### src/rtl/oufbuf_rd_arbiter_if.sv
// Read-side bundle of the output-buffer arbiter: two requester ports plus the SRAM read port.
// The master side is everything around the arbiter (LCD, readback, SRAM); the slave side is the arbiter.
interface oufbuf_rd_arbiter_if #(
  parameter int ADDR_W = 17,
  parameter int DATA_W = 16
);
  logic              iReq0;
  logic [ADDR_W-1:0] iAddr0;
  logic              oGnt0;
  logic              oRdValid0;
  logic [DATA_W-1:0] oRdData0;

  logic              iReq1;
  logic [ADDR_W-1:0] iAddr1;
  logic              oGnt1;
  logic              oRdValid1;
  logic [DATA_W-1:0] oRdData1;

  logic              oSramRdEn;
  logic [ADDR_W-1:0] oSramRdAddr;
  logic [DATA_W-1:0] iSramRdData;

  modport master (
    output iReq0, iAddr0, iReq1, iAddr1, iSramRdData,
    input  oGnt0, oRdValid0, oRdData0, oGnt1, oRdValid1, oRdData1,
    input  oSramRdEn, oSramRdAddr
  );

  modport slave (
    input  iReq0, iAddr0, iReq1, iAddr1, iSramRdData,
    output oGnt0, oRdValid0, oRdData0, oGnt1, oRdValid1, oRdData1,
    output oSramRdEn, oSramRdAddr
  );
endinterface

### src/rtl/oufbuf_rd_arbiter.sv
// Shares the output-buffer SRAM read port between the LCD scan-out (port 0, priority)
// and the readback checker (port 1, starvation-guarded); LCD reads are black until a frame completes.
module oufbuf_rd_arbiter #(
  parameter int ADDR_W     = 17,
  parameter int DATA_W     = 16,
  parameter int DEPTH      = 130560,
  parameter int RD_LAT     = 1,
  parameter int STARVE_MAX = 8
) (
  input  logic                  iClk,
  input  logic                  iRst,
  input  logic                  iFrameDone,
  oufbuf_rd_arbiter_if.slave    bus,
  output logic                  oAddrErr,
  output logic                  oFrameReady
);

  localparam int CNT_W = $clog2(STARVE_MAX + 1);
  localparam logic [CNT_W-1:0]  STARVE_LIM = CNT_W'(STARVE_MAX);
  localparam logic [ADDR_W:0]   DEPTH_V    = (ADDR_W + 1)'(DEPTH);

  logic [CNT_W-1:0]  starveCnt;
  logic              frameReady;
  logic              forceGnt;
  logic              gnt0;
  logic              gnt1;
  logic              anyGnt;
  logic              inRange;
  logic              sramEn;
  logic [ADDR_W-1:0] gntAddr;

  logic [RD_LAT-1:0] pipeValid;
  logic [RD_LAT-1:0] pipePort;
  logic [RD_LAT-1:0] pipeZero;
  logic              retValid;
  logic              retPort;
  logic [DATA_W-1:0] retData;
  logic              rdValid0;
  logic              rdValid1;
  logic [DATA_W-1:0] rdHold0;
  logic [DATA_W-1:0] rdHold1;

  // Port 1 wins only when it has waited STARVE_MAX cycles or port 0 is idle; nothing is granted in reset.
  always_comb begin
    forceGnt = bus.iReq1 && (starveCnt == STARVE_LIM);
    gnt1     = !iRst && bus.iReq1 && (forceGnt || !bus.iReq0);
    gnt0     = !iRst && bus.iReq0 && !gnt1;
    anyGnt   = gnt0 || gnt1;
    gntAddr  = gnt1 ? bus.iAddr1 : bus.iAddr0;
    inRange  = {1'b0, gntAddr} < DEPTH_V;
    sramEn   = anyGnt && inRange && (gnt1 || frameReady);
  end

  assign bus.oGnt0       = gnt0;
  assign bus.oGnt1       = gnt1;
  assign bus.oSramRdEn   = sramEn;
  assign bus.oSramRdAddr = anyGnt ? gntAddr : '0;
  assign oAddrErr        = anyGnt && !inRange;
  assign oFrameReady     = frameReady;

  always_ff @(posedge iClk) begin
    if (iRst) begin
      starveCnt <= '0;
    end else if (!bus.iReq1 || gnt1) begin
      starveCnt <= '0;
    end else if (starveCnt != STARVE_LIM) begin
      starveCnt <= starveCnt + 1'b1;
    end
  end

  always_ff @(posedge iClk) begin
    if (iRst) begin
      frameReady <= 1'b0;
    end else if (iFrameDone) begin
      frameReady <= 1'b1;
    end
  end

  // Every grant enters the return pipe; zero-force marks grants that skipped the SRAM (gated or out of range).
  always_ff @(posedge iClk) begin
    if (iRst) begin
      pipeValid <= '0;
      pipePort  <= '0;
      pipeZero  <= '0;
    end else begin
      pipeValid[0] <= anyGnt;
      pipePort[0]  <= gnt1;
      pipeZero[0]  <= !sramEn;
      for (int i = 1; i < RD_LAT; i++) begin
        pipeValid[i] <= pipeValid[i-1];
        pipePort[i]  <= pipePort[i-1];
        pipeZero[i]  <= pipeZero[i-1];
      end
    end
  end

  // The last pipe stage lines up with the SRAM output register, so read data is steered straight out in that cycle.
  always_comb begin
    retValid = pipeValid[RD_LAT-1] && !iRst;
    retPort  = pipePort[RD_LAT-1];
    retData  = pipeZero[RD_LAT-1] ? '0 : bus.iSramRdData;
    rdValid0 = retValid && !retPort;
    rdValid1 = retValid && retPort;
  end

  always_ff @(posedge iClk) begin
    if (iRst) begin
      rdHold0 <= '0;
      rdHold1 <= '0;
    end else begin
      if (rdValid0) begin
        rdHold0 <= retData;
      end
      if (rdValid1) begin
        rdHold1 <= retData;
      end
    end
  end

  assign bus.oRdValid0 = rdValid0;
  assign bus.oRdValid1 = rdValid1;
  assign bus.oRdData0  = iRst ? '0 : (rdValid0 ? retData : rdHold0);
  assign bus.oRdData1  = iRst ? '0 : (rdValid1 ? retData : rdHold1);

endmodule

### src/flat_wrapper.sv
// flat-port wrapper written by rule: the top's interface ports become plain ports
module oufbuf_rd_arbiter_flat 
#(
  parameter int ADDR_W     = 17,
  parameter int DATA_W     = 16,
  parameter int DEPTH      = 130560,
  parameter int RD_LAT     = 1,
  parameter int STARVE_MAX = 8
)
  (iClk, iRst, iFrameDone, oAddrErr, oFrameReady, bus_iReq0, bus_iAddr0, bus_iReq1, bus_iAddr1, bus_iSramRdData, bus_oGnt0, bus_oRdValid0, bus_oRdData0, bus_oGnt1, bus_oRdValid1, bus_oRdData1, bus_oSramRdEn, bus_oSramRdAddr);
  oufbuf_rd_arbiter_if #(.ADDR_W(ADDR_W), .DATA_W(DATA_W)) bus_i ();
  input  logic iClk;
  input  logic iRst;
  input  logic iFrameDone;
  output logic oAddrErr;
  output logic oFrameReady;
  input wire logic [$bits(bus_i.iReq0)-1:0] bus_iReq0;
  input wire logic [$bits(bus_i.iAddr0)-1:0] bus_iAddr0;
  input wire logic [$bits(bus_i.iReq1)-1:0] bus_iReq1;
  input wire logic [$bits(bus_i.iAddr1)-1:0] bus_iAddr1;
  input wire logic [$bits(bus_i.iSramRdData)-1:0] bus_iSramRdData;
  output wire logic [$bits(bus_i.oGnt0)-1:0] bus_oGnt0;
  output wire logic [$bits(bus_i.oRdValid0)-1:0] bus_oRdValid0;
  output wire logic [$bits(bus_i.oRdData0)-1:0] bus_oRdData0;
  output wire logic [$bits(bus_i.oGnt1)-1:0] bus_oGnt1;
  output wire logic [$bits(bus_i.oRdValid1)-1:0] bus_oRdValid1;
  output wire logic [$bits(bus_i.oRdData1)-1:0] bus_oRdData1;
  output wire logic [$bits(bus_i.oSramRdEn)-1:0] bus_oSramRdEn;
  output wire logic [$bits(bus_i.oSramRdAddr)-1:0] bus_oSramRdAddr;
  assign bus_i.iReq0 = bus_iReq0;
  assign bus_i.iAddr0 = bus_iAddr0;
  assign bus_i.iReq1 = bus_iReq1;
  assign bus_i.iAddr1 = bus_iAddr1;
  assign bus_i.iSramRdData = bus_iSramRdData;
  assign bus_oGnt0 = bus_i.oGnt0;
  assign bus_oRdValid0 = bus_i.oRdValid0;
  assign bus_oRdData0 = bus_i.oRdData0;
  assign bus_oGnt1 = bus_i.oGnt1;
  assign bus_oRdValid1 = bus_i.oRdValid1;
  assign bus_oRdData1 = bus_i.oRdData1;
  assign bus_oSramRdEn = bus_i.oSramRdEn;
  assign bus_oSramRdAddr = bus_i.oSramRdAddr;
  oufbuf_rd_arbiter #(.ADDR_W(ADDR_W), .DATA_W(DATA_W), .DEPTH(DEPTH), .RD_LAT(RD_LAT), .STARVE_MAX(STARVE_MAX)) u_core (.iClk(iClk), .iRst(iRst), .iFrameDone(iFrameDone), .bus(bus_i), .oAddrErr(oAddrErr), .oFrameReady(oFrameReady));
endmodule
### config.mk
export PLATFORM = sky130hd
export DESIGN_NAME = oufbuf_rd_arbiter_flat
export DESIGN_NICKNAME = d
export VERILOG_FILES = /design/src/rtl/oufbuf_rd_arbiter_if.sv /design/src/rtl/oufbuf_rd_arbiter.sv /design/src/flat_wrapper.sv
export SDC_FILE = /design/constraint.sdc
export NUM_CORES = 1
export LEC_CHECK = 0
export ABC_AREA = 1
export BUFFER_PORTS_ARGS = -buffer_cell sky130_fd_sc_hd__buf_2
export CORE_UTILIZATION = 45
export DETAILED_ROUTE_END_ITERATION = 7
export GPL_TIMING_DRIVEN = 1
export HOLD_SLACK_MARGIN = 0.08
export PLACE_DENSITY = 0.93
export RECOVER_POWER = 25
export SLEW_MARGIN = 5
export SYNTH_ARGS = -nofsm -noshare
export SYNTH_HDL_FRONTEND = slang
export SYNTH_SLANG_ARGS = --single-unit
### constraint.sdc
create_clock -name iClk -period 3.1 [get_ports iClk]
set_input_delay 0.62 -clock iClk [delete_from_list [all_inputs] [get_ports iClk]]
set_output_delay 0.62 -clock iClk [all_outputs]
set_load 0.05 [all_outputs]
# Yosys cells after proc, flatten, opt, wreduce, memory -nomap -nowiden
# Index checks and enable logic that the tools add are counted.
totals:
  register_bits: 40
  input_bits: 55
  word_cells: 41
classes:
  n_addsub: 1
  order_cmp: 1
  n_eq_ne: 2
  n_mux: 7
  reduce_logical: 23
ops:
  columns: ["cell", "n"]
  rows:
  - ["$mux W16", 5]
  - ["$mux W17", 2]
  - ["$lt A17 B17 Y1 const B", 1]
  - ["$logic_and A1 B1 Y1", 11]
  - ["$logic_not A1 Y1", 7]
  - ["$add A4 B1 Y4 const B", 1]
  - ["$eq A4 B4 Y1 const B", 1]
  - ["$logic_or A1 B1 Y1", 4]
  - ["$ne A4 B4 Y1 const B", 1]
  - ["$reduce_or A2 Y1", 1]

# Logic depth before layout (Yosys ltp)
logic_depth:
  depth_word: 10
  mapped_depth: 12

# Least setup slack after synthesis
# No wires, ideal clock.
synth_timing:
  path_type: "input to output"
  from: "input iRst"
  to: "output bus_oRdData0[10]"
  arrival_ns: 2.169
  required_ns: 2.480
  setup_slack_ns: 0.311
  path_stages: 4
  path_buffers: 1
  path_cell_list: "nor2_1 -> nand2_1 -> clkbuf_1 -> o21ai_0"
synth_via:
  elab_chain_cells: 5
synth_rtl:
  columns: ["element", "line_no", "source"]
  rows:
  - ["start, declared", "flat_wrapper.sv:13", "input logic iRst;"]
  - ["$logic_not A1 Y1", "oufbuf_rd_arbiter.sv:99", "retValid = pipeValid[RD_LAT-1] && !iRst;"]
  - ["$logic_and A1 B1 Y1", "oufbuf_rd_arbiter.sv:99", null]
  - ["$logic_and A1 B1 Y1", "oufbuf_rd_arbiter.sv:102", "rdValid0 = retValid && !retPort;"]
  - ["$mux W16", "oufbuf_rd_arbiter.sv:122", "assign bus.oRdData0 = iRst ? '0 : (rdValid0 ? retData : rdHold0);"]
  - ["$mux W16 *", "oufbuf_rd_arbiter.sv:122", null]
  - ["end, declared", "flat_wrapper.sv:24", "output wire logic [$bits(bus_i.oRdData0)-1:0] bus_oRdData0;"]
# Every way passes the cells marked *; elsewhere a longest branch is shown, timed or not.

# Worst setup path after layout
layout_timing:
  from: "register u_core.starveCnt[0]"
  to: "output oAddrErr"
layout_via:
  elab_chain_cells: 8
  elab_cells_between_ends: 11
layout_rtl:
  columns: ["element", "line_no", "source"]
  rows:
  - ["start, declared", "oufbuf_rd_arbiter.sv:22", "logic [CNT_W-1:0] starveCnt;"]
  - ["start signal, assigned", "oufbuf_rd_arbiter.sv:67", "starveCnt <= starveCnt + 1'b1;"]
  - ["$eq A4 B4 Y1 *", "oufbuf_rd_arbiter.sv:45", "forceGnt = bus.iReq1 && (starveCnt == STARVE_LIM);"]
  - ["$logic_and A1 B1 Y1 *", "oufbuf_rd_arbiter.sv:45", null]
  - ["$logic_or A1 B1 Y1 *", "oufbuf_rd_arbiter.sv:46", "gnt1 = !iRst && bus.iReq1 && (forceGnt || !bus.iReq0);"]
  - ["$logic_and A1 B1 Y1 *", "oufbuf_rd_arbiter.sv:46", null]
  - ["$mux W17 / $logic_not A1 Y1 (equally long branches)", "oufbuf_rd_arbiter.sv:49, oufbuf_rd_arbiter.sv:47", null]
  - ["$lt A17 B17 Y1 / $logic_and A1 B1 Y1 (equally long branches)", "oufbuf_rd_arbiter.sv:50, oufbuf_rd_arbiter.sv:47", null]
  - ["$logic_not A1 Y1 / $logic_or A1 B1 Y1 (equally long branches)", "oufbuf_rd_arbiter.sv:58, oufbuf_rd_arbiter.sv:48", null]
  - ["$logic_and A1 B1 Y1 *", "oufbuf_rd_arbiter.sv:58", "assign oAddrErr = anyGnt && !inRange;"]
  - ["end, declared", "flat_wrapper.sv:15", "output logic oAddrErr;"]
# Marked as above.

==> results.sh <==
export IMPL_status="complete, no violations"
export IMPL_cts_resized_gates=0
export IMPL_vdd_drop_max_v=0.000349
export IMPL_p_comb_frac=0.233
export IMPL_hold_start="u_core.starveCnt[0]$_SDFFE_PP0P_"
export IMPL_dp_slack_ps=496
export IMPL_vias_per_cell=4.92
export IMPL_seq_power_share=0.471
export IMPL_ant_nets=0
export IMPL_syn_num_nets=300
export IMPL_drt_wl_total_um=4520
export IMPL_p_sw_frac=0.313
export IMPL_dieHeight_um=64.8
export IMPL_reg2reg_depth=9
export IMPL_cap_violations=0
export IMPL_setup_worst_path_start="u_core.starveCnt[0]$_SDFFE_PP0P_"
export IMPL_grt_pass1_wl_um=7360
export IMPL_p_clk_frac=0.297
export IMPL_track_usage=0.225
export IMPL_num_rows=22
export IMPL_crit_path_end_kind="primary output"
export IMPL_hold_viol=0
export IMPL_grt_max_degree=34
export IMPL_synth_cell_type_count=22
export IMPL_clockRootBuffer="clkbuf_8"
export IMPL_fmax_ghz=0.366
export IMPL_synth_seq_area_share=0.452
export IMPL_antenna_found_initial=0
export IMPL_rsz0062_at_grt="false"
export IMPL_grt_pass1_vias=1745
export IMPL_ioPinCount=111
export IMPL_start_kind="flop"
export IMPL_cp_max_fo=19
export IMPL_slew_headroom=0.646
export IMPL_worst_slew_pin_slew_ps=530
export IMPL_p_leak_nw=1.27
export IMPL_crit_type="reg2out"
export IMPL_min_period_ps=2730
export IMPL_reg2reg_from="u_core.starveCnt[0]$_SDFFE_PP0P_"
export IMPL_clockBufferDepth=2
export IMPL_power_switching_uw=356
export IMPL_cts_tree="yes"
export IMPL_yosys_warnings=0
export IMPL_drive_gt1_frac=0.368
export IMPL_drtIter0Drc=70
export IMPL_crit_required_ps=2480
export IMPL_coreArea_sq_um=3720
export IMPL_power_density_nw_per_um2=468
export IMPL_htreeDepth=2
export IMPL_ctsHoldBuffers=0
export IMPL_hp_class="reg2reg"
export IMPL_num_fill_cells=351
export IMPL_fin_area_sq_um=2430
export IMPL_drc=0
export IMPL_initial_utilization=0.477
export IMPL_slew_viol_final=0
export IMPL_finalSetupViolations=0
export IMPL_mostFrequentLayoutCells="buf_2 (109), nand3_1 (42), o21ai_0 (42)"
export IMPL_postCtsSetupRepairBufs=0
export IMPL_grt_remaining_overflow=0
export IMPL_worst_r2r_setup_slack_ps=1350
export IMPL_crit_path_end="oAddrErr"
export IMPL_hpwl_um=3340
export IMPL_clkTransAtPathRegs_ps=70
export IMPL_io_buffers=110
export IMPL_die_area_sq_um=4200
export IMPL_placed_cell_area_sq_um=2350
export IMPL_worstPathArrival_ps=2110
export IMPL_min_period_over_period=0.881
export IMPL_nets=407
export IMPL_avgSynthCellArea_sq_um=7.30
export IMPL_vias=1964
export IMPL_rr_endpoint="u_core.pipeZero$_SDFF_PP0_"
export IMPL_cts_buffers=5
export IMPL_netlist_area_sq_um=1770
export IMPL_skew_ps=2.34
export IMPL_area_growth_pct=37.3
export IMPL_power_mw=1.14
export IMPL_antennaDiodeCount=0
export IMPL_firstDrtPassIters=4
export IMPL_layout_commonest_cell="buf_2"
export IMPL_p_int_uw=783
export IMPL_gp_congestion=0.862
export IMPL_yosys_register_bits=40
export IMPL_fp_dieW_um=64.8
export IMPL_cts_sinks=40
export IMPL_postLayoutSetupSlackWorst_ps=369
export IMPL_clk_latency_ps=280
export IMPL_wl_per_cell_um=11.3
export IMPL_synth_cells=243
export IMPL_tns_ps=0
routing by layer:
| metal | track usage | vias up | share of wire |
|---|---|---|---|
| li1 | - | 1022 | - |
| met1 | 0.250 | 864 | 0.42 |
| met2 | 0.398 | 70 | 0.51 |
| met3 | 0.0528 | 8 | 0.050 |
| met4 | 0.106 | 0 | 0.019 |
| met5 | 0 | - | 0 |
sequential cells by signal (all words and copies together), names as in the netlist:
signal              cells
u_core.starveCnt        4
u_core.oFrameReady      1
u_core.rdHold1         16
u_core.pipePort         1
u_core.pipeZero         1
u_core.rdHold0         16
u_core.pipeValid        1
layout make-up:
| cell class | instances | area, sq um | share of cell area |
|---|---|---|---|
| Multi-Input combinational cell | 176 | 858 | 0.353 |
| Tap cell | 48 | 60.1 | 0.0247 |
| Inverter | 13 | 48.8 | 0.0201 |
| Clock buffer | 8 | 90.1 | 0.0370 |
| Sequential cell | 40 | 801 | 0.329 |
| Timing Repair Buffer | 114 | 576 | 0.237 |
metrics by stage:
step / util / hold slack [ps] / std cells
2_1_floorplan: - / 430 / 243
3_3_place_gp: 0.632 / 447 / 391
3_5_place_dp: 0.632 / 455 / 391
4_1_cts: 0.656 / 472 / 399
5_1_grt: 0.655 / 505 / 399
6_report: 0.655 / 472 / 399
critical path: stages, from the launching register on:
cell	delay, ps
dfxtp_1	380
inv_1	60
ha_1	230
nand3_4	110
nand2_4	90
nand2_4	180
nand2_1	90
nand2_1	70
nand2_1	60
nor2_2	110
nand2_2	80
nor2_1	80
buf_2	260
power by group through the flow:
stage | Sequential [mW] | Clock, mW | Combinational, mW
4_1_cts | 0.536 | 0.345 | 0.267
6_report | 0.536 | 0.338 | 0.265
3_3_place_gp | 0.547 | 0 | 0.264
2_1_floorplan | 0.550 | 0 | 0.186
5_1_grt | 0.537 | 0.371 | 0.287
3_5_place_dp | 0.548 | 0 | 0.267
worst min path at each step:
stage / to / slack (ps) / cells after the start
CTS: u_core.starveCnt[0]$_SDFFE_PP0P_ / 470 / 1
detailed placement: u_core.starveCnt[0]$_SDFFE_PP0P_ / 450 / 1
finish: u_core.starveCnt[0]$_SDFFE_PP0P_ / 470 / 1
global placement: u_core.starveCnt[0]$_SDFFE_PP0P_ / 450 / 1
global route: u_core.starveCnt[0]$_SDFFE_PP0P_ / 510 / 1
floorplan: u_core.starveCnt[0]$_SDFFE_PP0P_ / 430 / 1
logic make-up (layout without fill, tap and decap cells):
kind of cell,after synthesis,in the layout,synth area share
AO/OA/AOI/OAI,52,52,0.149
XOR/XNOR,2,2,0.00988
adder cells (fa/ha/maj),2,2,0.0141
buffers and inverters,27,135,0.0642
flip-flops,40,40,0.452
AND/OR/NAND/NOR,120,120,0.311
cell usage after synthesis:
library cell  count  area share
inv_2             2      0.0042
nand3_4           1      0.0099
inv_1            11       0.023
clkbuf_1          6       0.013
xnor2_1           1      0.0049
nand2_4           2       0.013
nand4_1           1      0.0035
nand3_1          42        0.12
a21oi_2           1      0.0049
ha_1              2       0.014
dfxtp_1          40        0.45
nand2_1          41       0.087
nor2_4            1      0.0064
nor2_2            3       0.011
nor2_1           28       0.059
o21ai_0          42        0.12
xor2_1            1      0.0049
nand2_2           1      0.0035
buf_4             1      0.0042
buf_2             6       0.017
a21oi_1           9       0.025
clkbuf_2          1      0.0028
(Power assumes the default switching activity.)
